<file path="config.mk">
export PLATFORM = sky130hd
export DESIGN_NAME = seg_scan_ctrl
export DESIGN_NICKNAME = d
export VERILOG_FILES = /design/src/rtl/seg_scan_ctrl.sv
export SDC_FILE = /design/constraint.sdc
export NUM_CORES = 1
export LEC_CHECK = 0
export BUFFER_PORTS_ARGS = -buffer_cell sky130_fd_sc_hd__buf_2
export CAP_MARGIN = 20
export CORE_UTILIZATION = 50
export DETAILED_ROUTE_END_ITERATION = 10
export HOLD_SLACK_MARGIN = 0.1
export PLACE_DENSITY = 0.78
export SETUP_SLACK_MARGIN = 0.05
export SLEW_MARGIN = 0
export SYNTH_ARGS = -nofsm -noshare
export SYNTH_HDL_FRONTEND = slang
export SYNTH_SLANG_ARGS = --single-unit
export TNS_END_PERCENT = 5
</file>
<file path="constraint.sdc">
create_clock -name clk -period 6.1 [get_ports clk]
set_input_delay 0.305 -clock clk [delete_from_list [all_inputs] [get_ports clk]]
set_output_delay 0.305 -clock clk [all_outputs]
set_load 0.05 [all_outputs]
</file>
<file path="src/rtl/seg_scan_ctrl.sv">
// Four-digit multiplexed seven-segment controller with sequential binary-to-BCD conversion.
// Optional build macro LEADING_ZERO_BLANK_EN blanks digits above the most significant nonzero one.
module seg_scan_ctrl #(
  parameter int unsigned SCAN_DIV = 50000
) (
  input  logic       clk,
  input  logic       clr,
  input  logic [7:0] in,
  input  logic       load,
  output logic       busy,
  output logic       done,
  output logic [6:0] seg,
  output logic [3:0] an
);

  localparam int unsigned PW = (SCAN_DIV > 1) ? $clog2(SCAN_DIV) : 1;
  localparam logic [PW-1:0] PRESC_LAST = PW'(SCAN_DIV - 1);

  typedef enum logic [1:0] {IDLE, CONV, COMMIT} state_t;

  state_t          state, state_nxt;
  logic            busy_nxt, done_nxt;
  logic [19:0]     sr, sr_adj, sr_shift;
  logic [2:0]      cnt;
  logic [3:0][3:0] dig;
  logic [PW-1:0]   presc;
  logic [1:0]      idx, idx_nxt;
  logic            blank;
  logic [6:0]      seg_nxt;

  function automatic logic [6:0] decode(input logic [3:0] v);
    unique case (v)
      4'h0: return 7'b1000000;
      4'h1: return 7'b1111001;
      4'h2: return 7'b0100100;
      4'h3: return 7'b0110000;
      4'h4: return 7'b0011001;
      4'h5: return 7'b0010010;
      4'h6: return 7'b0000010;
      4'h7: return 7'b1111000;
      4'h8: return 7'b0000000;
      4'h9: return 7'b0010000;
      4'hA: return 7'b0001000;
      4'hB: return 7'b0000011;
      4'hC: return 7'b1000110;
      4'hD: return 7'b0100001;
      4'hE: return 7'b0000110;
      4'hF: return 7'b0001110;
    endcase
  endfunction

  // Double-dabble step: correct every BCD nibble, then shift the whole register.
  always_comb begin
    sr_adj = sr;
    for (int unsigned i = 0; i < 3; i++) begin
      if (sr[8 + 4*i +: 4] >= 4'd5)
        sr_adj[8 + 4*i +: 4] = sr[8 + 4*i +: 4] + 4'd3;
    end
    sr_shift = sr_adj << 1;
  end

  always_comb begin
    state_nxt = state;
    busy_nxt  = busy;
    done_nxt  = 1'b0;
    unique case (state)
      IDLE: begin
        if (load) begin
          state_nxt = CONV;
          busy_nxt  = 1'b1;
        end
      end
      CONV: begin
        if (cnt == 3'd7)
          state_nxt = COMMIT;
      end
      COMMIT: begin
        state_nxt = IDLE;
        busy_nxt  = 1'b0;
        done_nxt  = 1'b1;
      end
      default: state_nxt = IDLE;
    endcase
  end

  always_ff @(posedge clk) begin
    if (clr) begin
      state <= IDLE;
      busy  <= 1'b0;
      done  <= 1'b0;
    end else begin
      state <= state_nxt;
      busy  <= busy_nxt;
      done  <= done_nxt;
    end
  end

  always_ff @(posedge clk) begin
    if (clr) begin
      sr  <= '0;
      cnt <= '0;
      dig <= '0;
    end else begin
      unique case (state)
        IDLE: begin
          if (load) begin
            sr  <= {12'b0, in};
            cnt <= '0;
          end
        end
        CONV: begin
          sr  <= sr_shift;
          cnt <= cnt + 3'd1;
        end
        COMMIT: dig <= {4'd0, sr[19:16], sr[15:12], sr[11:8]};
        default: ;
      endcase
    end
  end

  assign idx_nxt = idx + 2'd1;

`ifdef LEADING_ZERO_BLANK_EN
  logic [1:0] msd;

  always_comb begin
    msd = 2'd0;
    if (dig[3] != 4'd0)      msd = 2'd3;
    else if (dig[2] != 4'd0) msd = 2'd2;
    else if (dig[1] != 4'd0) msd = 2'd1;
    blank = (idx_nxt > msd);
  end
`else
  assign blank = 1'b0;
`endif

  assign seg_nxt = blank ? 7'b1111111 : decode(dig[idx_nxt]);

  // Segment/anode registers change only when the scan slot advances.
  always_ff @(posedge clk) begin
    if (clr) begin
      presc <= '0;
      idx   <= '0;
      an    <= 4'b1110;
      seg   <= 7'b1000000;
    end else if (presc == PRESC_LAST) begin
      presc <= '0;
      idx   <= idx_nxt;
      an    <= ~(4'b0001 << idx_nxt);
      seg   <= seg_nxt;
    end else begin
      presc <= presc + PW'(1);
    end
  end

endmodule

</file>
==> impl_metrics.env, run 1 <==
export IMPL_status="finished, final reports clean"
export IMPL_postCtsSetupBuffers=0
export IMPL_critical_path_class="flip-flop to flip-flop"
export IMPL_drive_gt1_share_pct=13.00
export IMPL_die_area_um2=6922
export IMPL_static_leakage_power_nw=1.443
export IMPL_fmax_mhz=312.6
export IMPL_postSynthCellCount=382
export IMPL_power_mw=0.7959
export IMPL_arrival_ps=3380
export IMPL_hold_class="primary input to flip-flop"
export IMPL_wl_met2_mm=2.719
export IMPL_h_tree_depth=3
export IMPL_synth_top_family_by_area="simple AND/OR/NAND/NOR gates"
export IMPL_seq_area_frac_synth_pct=41.29
export IMPL_reg2reg_slack_ps=2900
export IMPL_cts_tree="yes"
export IMPL_fin_crit_sh_pct=52.44
export IMPL_clkTransAtPathRegs_ps=70
export IMPL_max_clock_path_buffers=2
export IMPL_wl_mm=5.849
export IMPL_clk_latency_ps=330
export IMPL_diodes=0
export IMPL_wl_met3_um=243
export IMPL_synthFlopType="dfxtp_1"
export IMPL_gp_congestion=0.7790
export IMPL_rsz0062_at_grt="false"
export IMPL_drv_slew=0
export IMPL_antenna_found_initial=0
export IMPL_drc_errors=0
export IMPL_grt_pass1_vias=2415
export IMPL_end_kind="flip-flop"
export IMPL_num_nets_final=426
export IMPL_holdBufCountCts=0
export IMPL_via_per_inst=5.405
export IMPL_wl_met1_mm=2.845
export IMPL_yosysWarnings=0
export IMPL_synth_distinct_cells=49
export IMPL_clock_tree_root_cell="clkbuf_8"
export IMPL_cts_inserted_buffers=9
export IMPL_grtUsageTotal_pct=18.06
export IMPL_io_pins=24
export IMPL_grt_pass1_wl_mm=10.34
export IMPL_worst_setup_path_start_kind="flip-flop"
export IMPL_setup_tns_ps=0
export IMPL_synth_xor_area_share_pct=6.110
export IMPL_fillers=560
export IMPL_fin_skew_ps=10.04
export IMPL_synth_adder_area_share_pct=7.211
export IMPL_synth_nets=412
export IMPL_initial_core_util_pct=51.92
export IMPL_hpwl_mm=3.989
export IMPL_synth_seq_cells=68
export IMPL_async_reset_ff_share_pct=0
export IMPL_ir_worst_vdd_uv=142.3
export IMPL_coreArea_um2=6350
export IMPL_crit_fanout=11
export IMPL_die_y_um=83.20
export IMPL_setup_viol=0
export IMPL_synthesis_area_um2=3297
export IMPL_overflow=0
export IMPL_min_period_ps=3199
export IMPL_synth_compound_area_share_pct=16.28
export IMPL_cts_resized=0
export IMPL_tightestPinTransition_ps=1012
export IMPL_hold_viol=0
export IMPL_syn_avg_cell_area_um2=8.631
export IMPL_drtIter0Drc=112
export IMPL_clock_sinks=68
export IMPL_wl_per_cell_um=12.26
export IMPL_relSlewSlack_pct=32.53
export IMPL_maxUsedRoutingLayer="met4"
export IMPL_yosys_area_share_simple_pct=21.67
export IMPL_synthToLayoutAreaGrowth_pct=8.159
export IMPL_synth_edf_count=0
export IMPL_p_per_area_nw_per_um2=223.2
export IMPL_firstDrtPassIters=4
export IMPL_cap_violations=0
export IMPL_grt_max_degree=55
export IMPL_ant_nets=0
export IMPL_die_width_um=83.20
export IMPL_port_buffers=23
export IMPL_rows=29
export IMPL_required_ps=6280
export IMPL_via_count=2578
export IMPL_synth_mux_area_share_pct=2.581
-- cell families after synthesis --
| logic type | Yosys count |
|---|---|
| muxes | 8 |
| DFF | 68 |
| xor gates and xnor gates | 23 |
| and+or+nand+nor | 154 |
| buffers and inverters | 36 |
| adders and majority gates | 19 |
| AOI/OAI and AO/OA | 74 |
-- sequential cells by signal, indices dropped and copies added (netlist names) --
signal / count
an: 4
dig: 12
done: 1
idx: 2
sr: 20
cnt: 3
state: 2
presc: 16
busy: 1
seg: 7
-- power breakdown --
group	switching [mW]	total, mW	internal [mW]
combinational	0.0257	0.0387	0.0130
clock	0.156	0.299	0.144
sequential	0.00561	0.458	0.452
-- routing by layer --
layer	track usage [%]	vias up
met5	0	-
met4	8.307	0
met3	4.175	4
met2	31.07	48
met1	21.27	1187
li1	-	1339
-- area by class of cell --
cell class | instances | area (um^2) | share of cell area [%]
clock buffers | 12 | 135.1 | 3.789
inverters | 14 | 52.55 | 1.474
flip-flops and latches | 68 | 1361 | 38.18
clock inverters | 3 | 15.01 | 0.4211
repair buffers | 25 | 130.1 | 3.649
well taps | 77 | 96.34 | 2.702
multi-input cells | 278 | 1775 | 49.79
-- cell usage in the layout (no fill, tap or decap), drive strengths merged, types with 3 or more instances in the layout --
cell / n
a211o: 3
a211oi: 4
a21o: 3
a21oi: 24
a22oi: 11
a311oi: 8
and3: 3
buf: 25
clkbuf: 12
clkinv: 3
dfxtp: 68
ha: 19
inv: 14
mux2: 4
mux2i: 4
nand2: 56
nand2b: 6
nand3: 11
nor2: 52
nor2b: 3
nor3: 7
nor3b: 5
o211ai: 4
o21ai: 6
xnor2: 9
xor2: 14
-- synthesized netlist by cell type, drive strengths merged (2+ instances only) --
library cell	n	share of area, %
mux2	4	1.4
a211o	3	0.80
nand3	11	1.7
a211oi	4	1.1
o21ai	6	0.91
a22oi	11	2.5
a21oi	24	4.1
nand4	2	0.38
dfxtp	68	41
or2	2	0.38
nor2	52	5.9
a311oi	8	2.1
and4	2	0.53
o21bai	2	0.46
mux2i	4	1.2
clkbuf	15	1.7
o211ai	4	0.91
xnor2	9	2.4
a21o	3	0.68
xor2	14	3.7
nand2	56	6.4
buf	7	1.5
ha	19	7.2
nor3	7	1.1
nor3b	5	1.3
inv	14	1.6
and3	3	0.57
a32oi	2	0.53
nor2b	3	0.57
nand2b	6	1.1
-- critical path, cell delays in order (launching register included) --
cell      delay [ps]
dfxtp_1          580
inv_1            140
ha_1             470
mux2_2           370
a22oi_1          480
inv_1            140
ha_1             280
or2_2            310
a31oi_1          180
a211oi_1          90
-- final timing paths --
path                       start                  end  cells after the start
max          idx[0]$_SDFFE_PP0N_  seg[4]$_SDFFE_PP0N_                      9
min                        in[3]   sr[3]$_SDFFE_PP0P_                      3
min reg2reg  dig[5]$_SDFFE_PP0P_  dig[5]$_SDFFE_PP0P_                      2
max reg2reg  idx[0]$_SDFFE_PP0N_  seg[4]$_SDFFE_PP0N_                      9
-- stage by stage --
step	instances	utilization, %	hold slack (ps)	area (um^2)	setup WS, ps
after floorplan	382	-	426.2	3297	3380
after global placement	462	53.79	440.6	3416	3106
after detailed placement	462	53.79	449.4	3416	2932
after CTS	477	56.16	220.2	3566	2916
after global routing	477	56.16	244.5	3566	2631
final	477	56.16	234.7	3566	2901
Power figures use the tool's default switching activity.
==> run 2, diff against run 1 <==
--- a/config.mk
+++ b/config.mk
@@ -5,6 +5,7 @@
 export SDC_FILE = /design/constraint.sdc
 export NUM_CORES = 1
 export LEC_CHECK = 0
+export ABC_AREA = 1
 export BUFFER_PORTS_ARGS = -buffer_cell sky130_fd_sc_hd__buf_2
 export CAP_MARGIN = 20
 export CORE_UTILIZATION = 50
==> constraint.sdc (replaced) <==
create_clock -name clk -period 3.1 [get_ports clk]
set_input_delay 0.155 -clock clk [delete_from_list [all_inputs] [get_ports clk]]
set_output_delay 0.155 -clock clk [all_outputs]
set_load 0.05 [all_outputs]
==> impl_metrics.env, run 2 <==
export IMPL_seqPwrFrac_pct=49.1
export IMPL_setup_tns_ps=0
export IMPL_cts_tree="yes"
export IMPL_synth_edf_count=0
export IMPL_synth_area_leaders="dfxtp_1, nand2_1, a21oi_1"
export IMPL_fin_cells=575
export IMPL_grt_pass1_wl_mm=11.89
export IMPL_port_buffers=23
export IMPL_synth_top_area_share_pct=40.84
export IMPL_firstDrtPassIters=4
export IMPL_async_reset_ff_share_pct=0
export IMPL_slowest_delay_ps=570
export IMPL_io_pins=24
export IMPL_reg2reg_slack_ps=670
export IMPL_swShare_pct=22.71
export IMPL_path_buf_inv=3
export IMPL_status="finished, final reports clean"
export IMPL_die_area_um2=6996
export IMPL_coreArea_um2=6386
export IMPL_cts_resized=0
export IMPL_utilization_pct=59.27
export IMPL_synthToLayoutAreaGrowth_pct=13.55
export IMPL_die_width_um=83.65
export IMPL_register_area_um2=1361
export IMPL_clkPwrFrac_pct=45.5
export IMPL_fin_skew_ps=11.92
export IMPL_tightestPinTransition_ps=710.9
export IMPL_num_nets_final=523
export IMPL_yosysWarnings=0
export IMPL_clock_tree_root_cell="clkbuf_8"
export IMPL_r2r_start="idx[0]$_SDFFE_PP0N_"
export IMPL_clock_sinks=68
export IMPL_grt_max_degree=34
export IMPL_drv_slew=0
export IMPL_clk_latency_ps=330
export IMPL_yosys_top_cells_count="nand2_1, dfxtp_1, nor2_1"
export IMPL_drtIter0Drc=129
export IMPL_crit_end="seg[2]$_SDFFE_PP0N_"
export IMPL_synth_nets=495
export IMPL_drive_gt1_share_pct=11.85
export IMPL_clkTransAtPathRegs_ps=80
export IMPL_grt_pass1_vias=2779
export IMPL_multi_input_area_um2=1680
export IMPL_synthFlopType="dfxtp_1"
export IMPL_hpwl_mm=4.524
export IMPL_grtUsageTotal_pct=20.43
export IMPL_critical_path_class="flip-flop to flip-flop"
export IMPL_synth_seq_cells=68
export IMPL_overflow=0
export IMPL_wl_mm=6.752
export IMPL_arrival_ps=2670
export IMPL_p_per_area_nw_per_um2=487.1
export IMPL_ant_nets=0
export IMPL_static_leakage_power_nw=1.554
export IMPL_largest_registers="sr: 20 flops, presc: 16 flops, dig: 12 flops"
export IMPL_crit_chain="inv_4 > ha_1 > inv_1 > a21oi_1 > inv_1 > ha_1 > nand3_1 > o21ai_0 > nand2_1 > o21ai_1"
export IMPL_cap_violations=0
export IMPL_worst_path_stages=10
export IMPL_gp_congestion=0.8727
export IMPL_seq_area_frac_synth_pct=40.84
export IMPL_hold_class="primary input to flip-flop"
export IMPL_min_period_ps=2433
export IMPL_p_comb_share_pct=5.4
export IMPL_path_delay_family="adder cells"
export IMPL_power_internal_mw=1.425
export IMPL_antenna_found_initial=0
export IMPL_setup_viol=0
export IMPL_synth_distinct_cells=29
export IMPL_end_kind="flip-flop"
export IMPL_required_ps=3330
export IMPL_rows=29
export IMPL_die_y_um=83.65
export IMPL_yosysMostFrequentCell="nand2_1"
export IMPL_synthesis_area_um2=3333
export IMPL_power_mw=1.844
export IMPL_rsz0062_at_grt="false"
export IMPL_cp_startpoint="idx[0]$_SDFFE_PP0N_"
export IMPL_h_tree_depth=3
export IMPL_fin_crit_sh_pct=78.48
export IMPL_worstRegToRegCells=10
export IMPL_cts_inserted_buffers=9
export IMPL_largest_reg_flops=20
export IMPL_via_per_inst=5.226
export IMPL_postSynthCellCount=465
export IMPL_wl_per_cell_um=11.74
export IMPL_holdBufCountCts=8
export IMPL_placed_cells=551
export IMPL_initial_core_util_pct=52.19
export IMPL_ir_worst_vdd_uv=580.8
export IMPL_crit_fanout=11
export IMPL_diodes=0
export IMPL_switching_power_mw=0.4187
export IMPL_synth_largest_area_cell="dfxtp_1"
export IMPL_crit_slowest_cell="dfxtp_1"
export IMPL_syn_avg_cell_area_um2=7.168
export IMPL_via_count=3005
export IMPL_max_clock_path_buffers=2
export IMPL_dp_slack_ps=698.7
export IMPL_hold_viol=0
export IMPL_largest_register="sr"
export IMPL_fmax_mhz=411.0
export IMPL_r2r_end="seg[2]$_SDFFE_PP0N_"
export IMPL_setup_slack_ps=667.1
export IMPL_worst_setup_path_start_kind="flip-flop"
export IMPL_mostFrequentLayoutCell="nand2_1"
export IMPL_final_cell_mix="nand2_1, dfxtp_1, nor2_1, a21oi_1, inv_1"
export IMPL_drc_errors=0
export IMPL_postCtsSetupBuffers=0
export IMPL_fillers=575
export IMPL_relSlewSlack_pct=52.49
-- run 2: layer usage --
metal / global-route usage (%) / wire length [um]
met1: 25.87 / 3315
met2: 33.63 / 3193
met3: 4.946 / 195
met4: 7.704 / 47
met5: 0 / 0
-- run 2: layout make-up --
| cell class | count | area share (%) |
|---|---|---|
| Multi-Input combinational cell | 328 | 44.40 |
| Sequential cell | 68 | 35.97 |
| Timing Repair Buffer | 33 | 5.554 |
| Inverter | 53 | 5.322 |
| Clock buffer | 11 | 4.000 |
| Tap cell | 77 | 2.545 |
| Clock inverter | 5 | 2.215 |
-- run 2: worst reg2reg max path: cells and delay by family (launching register included) --
kind                     cells  cell delay (ps)
AO/OA/AOI/OAI                3              570
adder cells (fa/ha/maj)      2              610
buffers and inverters        3              400
flip-flops                   1              570
AND/OR/NAND/NOR              2              180
-- run 2: power by group through the flow --
stage / logic [mW] / registers [mW] / clock network (mW)
6_report: 0.0996 / 0.905 / 0.839
5_1_grt: 0.111 / 0.907 / 0.899
4_1_cts: 0.0996 / 0.905 / 0.853
3_5_place_dp: 0.0912 / 0.925 / 0
3_3_place_gp: 0.0885 / 0.924 / 0
2_1_floorplan: 0.0665 / 0.928 / 0
-- run 2: per-stage QoR --
| stage | area (um^2) | hold WS (ps) |
|---|---|---|
| 4_1_cts | 3785 | 130.6 |
| 6_report | 3785 | 141.9 |
| 3_5_place_dp | 3470 | 416.0 |
| 3_3_place_gp | 3470 | 406.5 |
| 2_1_floorplan | 3333 | 290.7 |
| 5_1_grt | 3785 | 148.8 |
-- run 2: cell families (layout without fill, tap and decap cells) --
logic type      after synthesis  count (layout)  synth area share (%)
xor+xnor                      5               5                 1.314
buf+inv                      69             102                 8.746
flops                        68              68                 40.84
fa+ha+maj                    19              19                 7.132
compound gates              107             107                 16.70
simple gates                197             197                 25.26
-- run 2: worst min path at each step --
| stage | from | end | slack, ps | depth (start not counted) |
|---|---|---|---|---|
| global placement | in[0] | sr[0]$_SDFFE_PP0P_ | 410 | 3 |
| finish | load | busy$_SDFFE_PP0P_ | 140 | 3 |
| CTS | load | busy$_SDFFE_PP0P_ | 130 | 3 |
| detailed placement | in[0] | sr[0]$_SDFFE_PP0P_ | 420 | 3 |
| global route | load | busy$_SDFFE_PP0P_ | 150 | 3 |
| floorplan | in[0] | sr[0]$_SDFFE_PP0P_ | 290 | 2 |
==> run 3, diff against run 2 <==
--- a/config.mk
+++ b/config.mk
@@ -11,7 +11,7 @@
 export CORE_UTILIZATION = 50
 export DETAILED_ROUTE_END_ITERATION = 10
 export HOLD_SLACK_MARGIN = 0.1
-export PLACE_DENSITY = 0.78
+export PLACE_DENSITY = 0.81
 export SETUP_SLACK_MARGIN = 0.05
 export SLEW_MARGIN = 0
 export SYNTH_ARGS = -nofsm -noshare
==> constraint.sdc (replaced) <==
create_clock -name clk -period 2.1 [get_ports clk]
set_input_delay 0.105 -clock clk [delete_from_list [all_inputs] [get_ports clk]]
set_output_delay 0.105 -clock clk [all_outputs]
set_load 0.05 [all_outputs]
==> impl_metrics.env, run 3 (synthesized netlist as in run 2, its figures left out) <==
export IMPL_crit_fanout=6
export IMPL_arrival_ps=2160
export IMPL_final_cell_mix="nand2_1, dfxtp_1, nor2_1, inv_1, a21oi_1"
export IMPL_fillers=558
export IMPL_mostFrequentLayoutCell="nand2_1"
export IMPL_crit_chain="inv_1 > ha_4 > nand2_1 > nor2_2 > a21oi_4 > inv_1 > ha_1 > nand3_1 > nand3_1 > nand2_1 > a21oi_1"
export IMPL_clock_sinks=68
export IMPL_die_width_um=83.65
export IMPL_wl_mm=7.278
export IMPL_fin_skew_ps=9.435
export IMPL_critical_path_class="flip-flop to flip-flop"
export IMPL_cts_tree="yes"
export IMPL_drv_slew=0
export IMPL_wl_per_cell_um=12.48
export IMPL_hold_viol=0
export IMPL_min_period_ps=1923
export IMPL_die_area_um2=6996
export IMPL_static_leakage_power_nw=1.592
export IMPL_coreArea_um2=6386
export IMPL_port_buffers=23
export IMPL_crit_slowest_cell="dfxtp_1"
export IMPL_antenna_found_initial=0
export IMPL_setup_viol=0
export IMPL_clk_latency_ps=350
export IMPL_p_per_area_nw_per_um2=662.3
export IMPL_fmax_mhz=520.0
export IMPL_grtUsageTotal_pct=21.98
export IMPL_initial_core_util_pct=52.19
export IMPL_end_kind="flip-flop"
export IMPL_overflow=0
export IMPL_clock_tree_root_cell="clkbuf_8"
export IMPL_clkTransAtPathRegs_ps=70
export IMPL_largest_register="sr"
export IMPL_grt_pass1_vias=2948
export IMPL_slowest_delay_ps=360
export IMPL_fin_cells=583
export IMPL_status="finished, final reports clean"
export IMPL_fin_crit_sh_pct=91.58
export IMPL_cts_inserted_buffers=9
export IMPL_power_mw=2.559
export IMPL_ant_nets=0
export IMPL_largest_reg_flops=20
export IMPL_drtIter0Drc=188
export IMPL_via_count=3113
export IMPL_hpwl_mm=4.750
export IMPL_die_y_um=83.65
export IMPL_io_pins=24
export IMPL_diodes=0
export IMPL_required_ps=2340
export IMPL_h_tree_depth=3
export IMPL_relSlewSlack_pct=70.37
export IMPL_gp_congestion=0.9108
export IMPL_via_per_inst=5.340
export IMPL_rsz0062_at_grt="false"
export IMPL_ir_worst_vdd_uv=621.3
export IMPL_placed_cells=557
export IMPL_tightestPinTransition_ps=444.0
export IMPL_num_nets_final=531
export IMPL_grt_max_degree=25
export IMPL_firstDrtPassIters=4
export IMPL_drive_gt1_share_pct=14.03
export IMPL_worst_setup_path_start_kind="flip-flop"
export IMPL_hold_class="primary input to flip-flop"
export IMPL_max_clock_path_buffers=2
export IMPL_dpl_cell_area_um2=3518
export IMPL_cap_violations=0
export IMPL_fin_area_um2=3864
export IMPL_setup_tns_ps=0
export IMPL_largest_registers="sr: 20 flops, presc: 16 flops, dig: 12 flops"
export IMPL_rows=29
export IMPL_drc_errors=0
export IMPL_grt_pass1_wl_mm=12.58
export IMPL_synthToLayoutAreaGrowth_pct=15.92
## run 3: changes by cell type in the layout (fill, tap and decap cells not counted), moves of 2 or more
cell           before  now
buf_4               2    8
nor2_1             50   47
nor2_2              3    6
a21oi_1            48   46
a21oi_4             0    2
clkbuf_1            0    2
clkinv_2            0    2
clkinvlp_4          2    0
dlygate4sd3_1       8   10
ha_1               19   17
## run 3: report_power, final
group	leakage (nW)	switching, mW	internal (mW)
clock network	0.100	0.480	0.580
logic	0.940	0.104	0.0589
registers	0.551	0.0181	1.32
total	1.59	0.602	1.96
## run 3: critical path, delay by kind of cell (launching register included)
family                   cells  cell delay, ps
AND/OR/NAND/NOR              5             500
adder cells (fa/ha/maj)      2             470
flip-flops                   1             360
AO/OA/AOI/OAI                2             260
buffers and inverters        2             230
## run 3: routing by layer
| metal | routed length [um] | track usage, % | share of wire, % |
|---|---|---|---|
| met5 | 0 | 0 | 0 |
| met4 | 164 | 8.320 | 2.3 |
| met3 | 376 | 7.023 | 5.2 |
| met2 | 3453 | 36.81 | 47 |
| met1 | 3283 | 26.22 | 45 |
## run 3: path summary, 6_finish.rpt
check | from | end | slack [ps] | cells after the start
min | clr | sr[17]$_SDFFE_PP0P_ | 170 | 3
min reg2reg | presc[0]$_SDFF_PP0_ | presc[0]$_SDFF_PP0_ | 450 | 1
max | idx[1]$_SDFFE_PP0N_ | seg[3]$_SDFFE_PP0N_ | 180 | 11
max reg2reg | idx[1]$_SDFFE_PP0N_ | seg[3]$_SDFFE_PP0N_ | 180 | 11
## run 3: stage by stage
stage          setup WS [ps]  util, %  hold WS [ps]
3_5_place_dp           57.64    55.09         358.6
5_1_grt                48.01    60.50         177.9
3_3_place_gp           150.1    55.09         354.5
2_1_floorplan          139.7        -         240.7
6_report               176.8    60.50         169.1
4_1_cts                72.31    59.76         156.6
## run 3: what timing repair did
| action | 4_1_cts | 5_1_grt |
|---|---|---|
| setup buffers | 0 | 0 |
| resized for setup | 1 | 11 |
| hold buffers | 10 | 0 |
| hold endpoints to repair | 10 | 0 |
| endpoints found under the setup margin | 1 | 8 |
## run 3: final cells by class
class / count / area (um^2) / area share, %
multi-input combinational: 328 / 1733 / 44.85
sequential: 68 / 1361 / 35.23
timing repair buffer: 41 / 275.3 / 7.124
inverter: 53 / 203.9 / 5.279
clock buffer: 12 / 145.1 / 3.756
tap: 77 / 96.34 / 2.494
clock inverter: 4 / 48.80 / 1.263
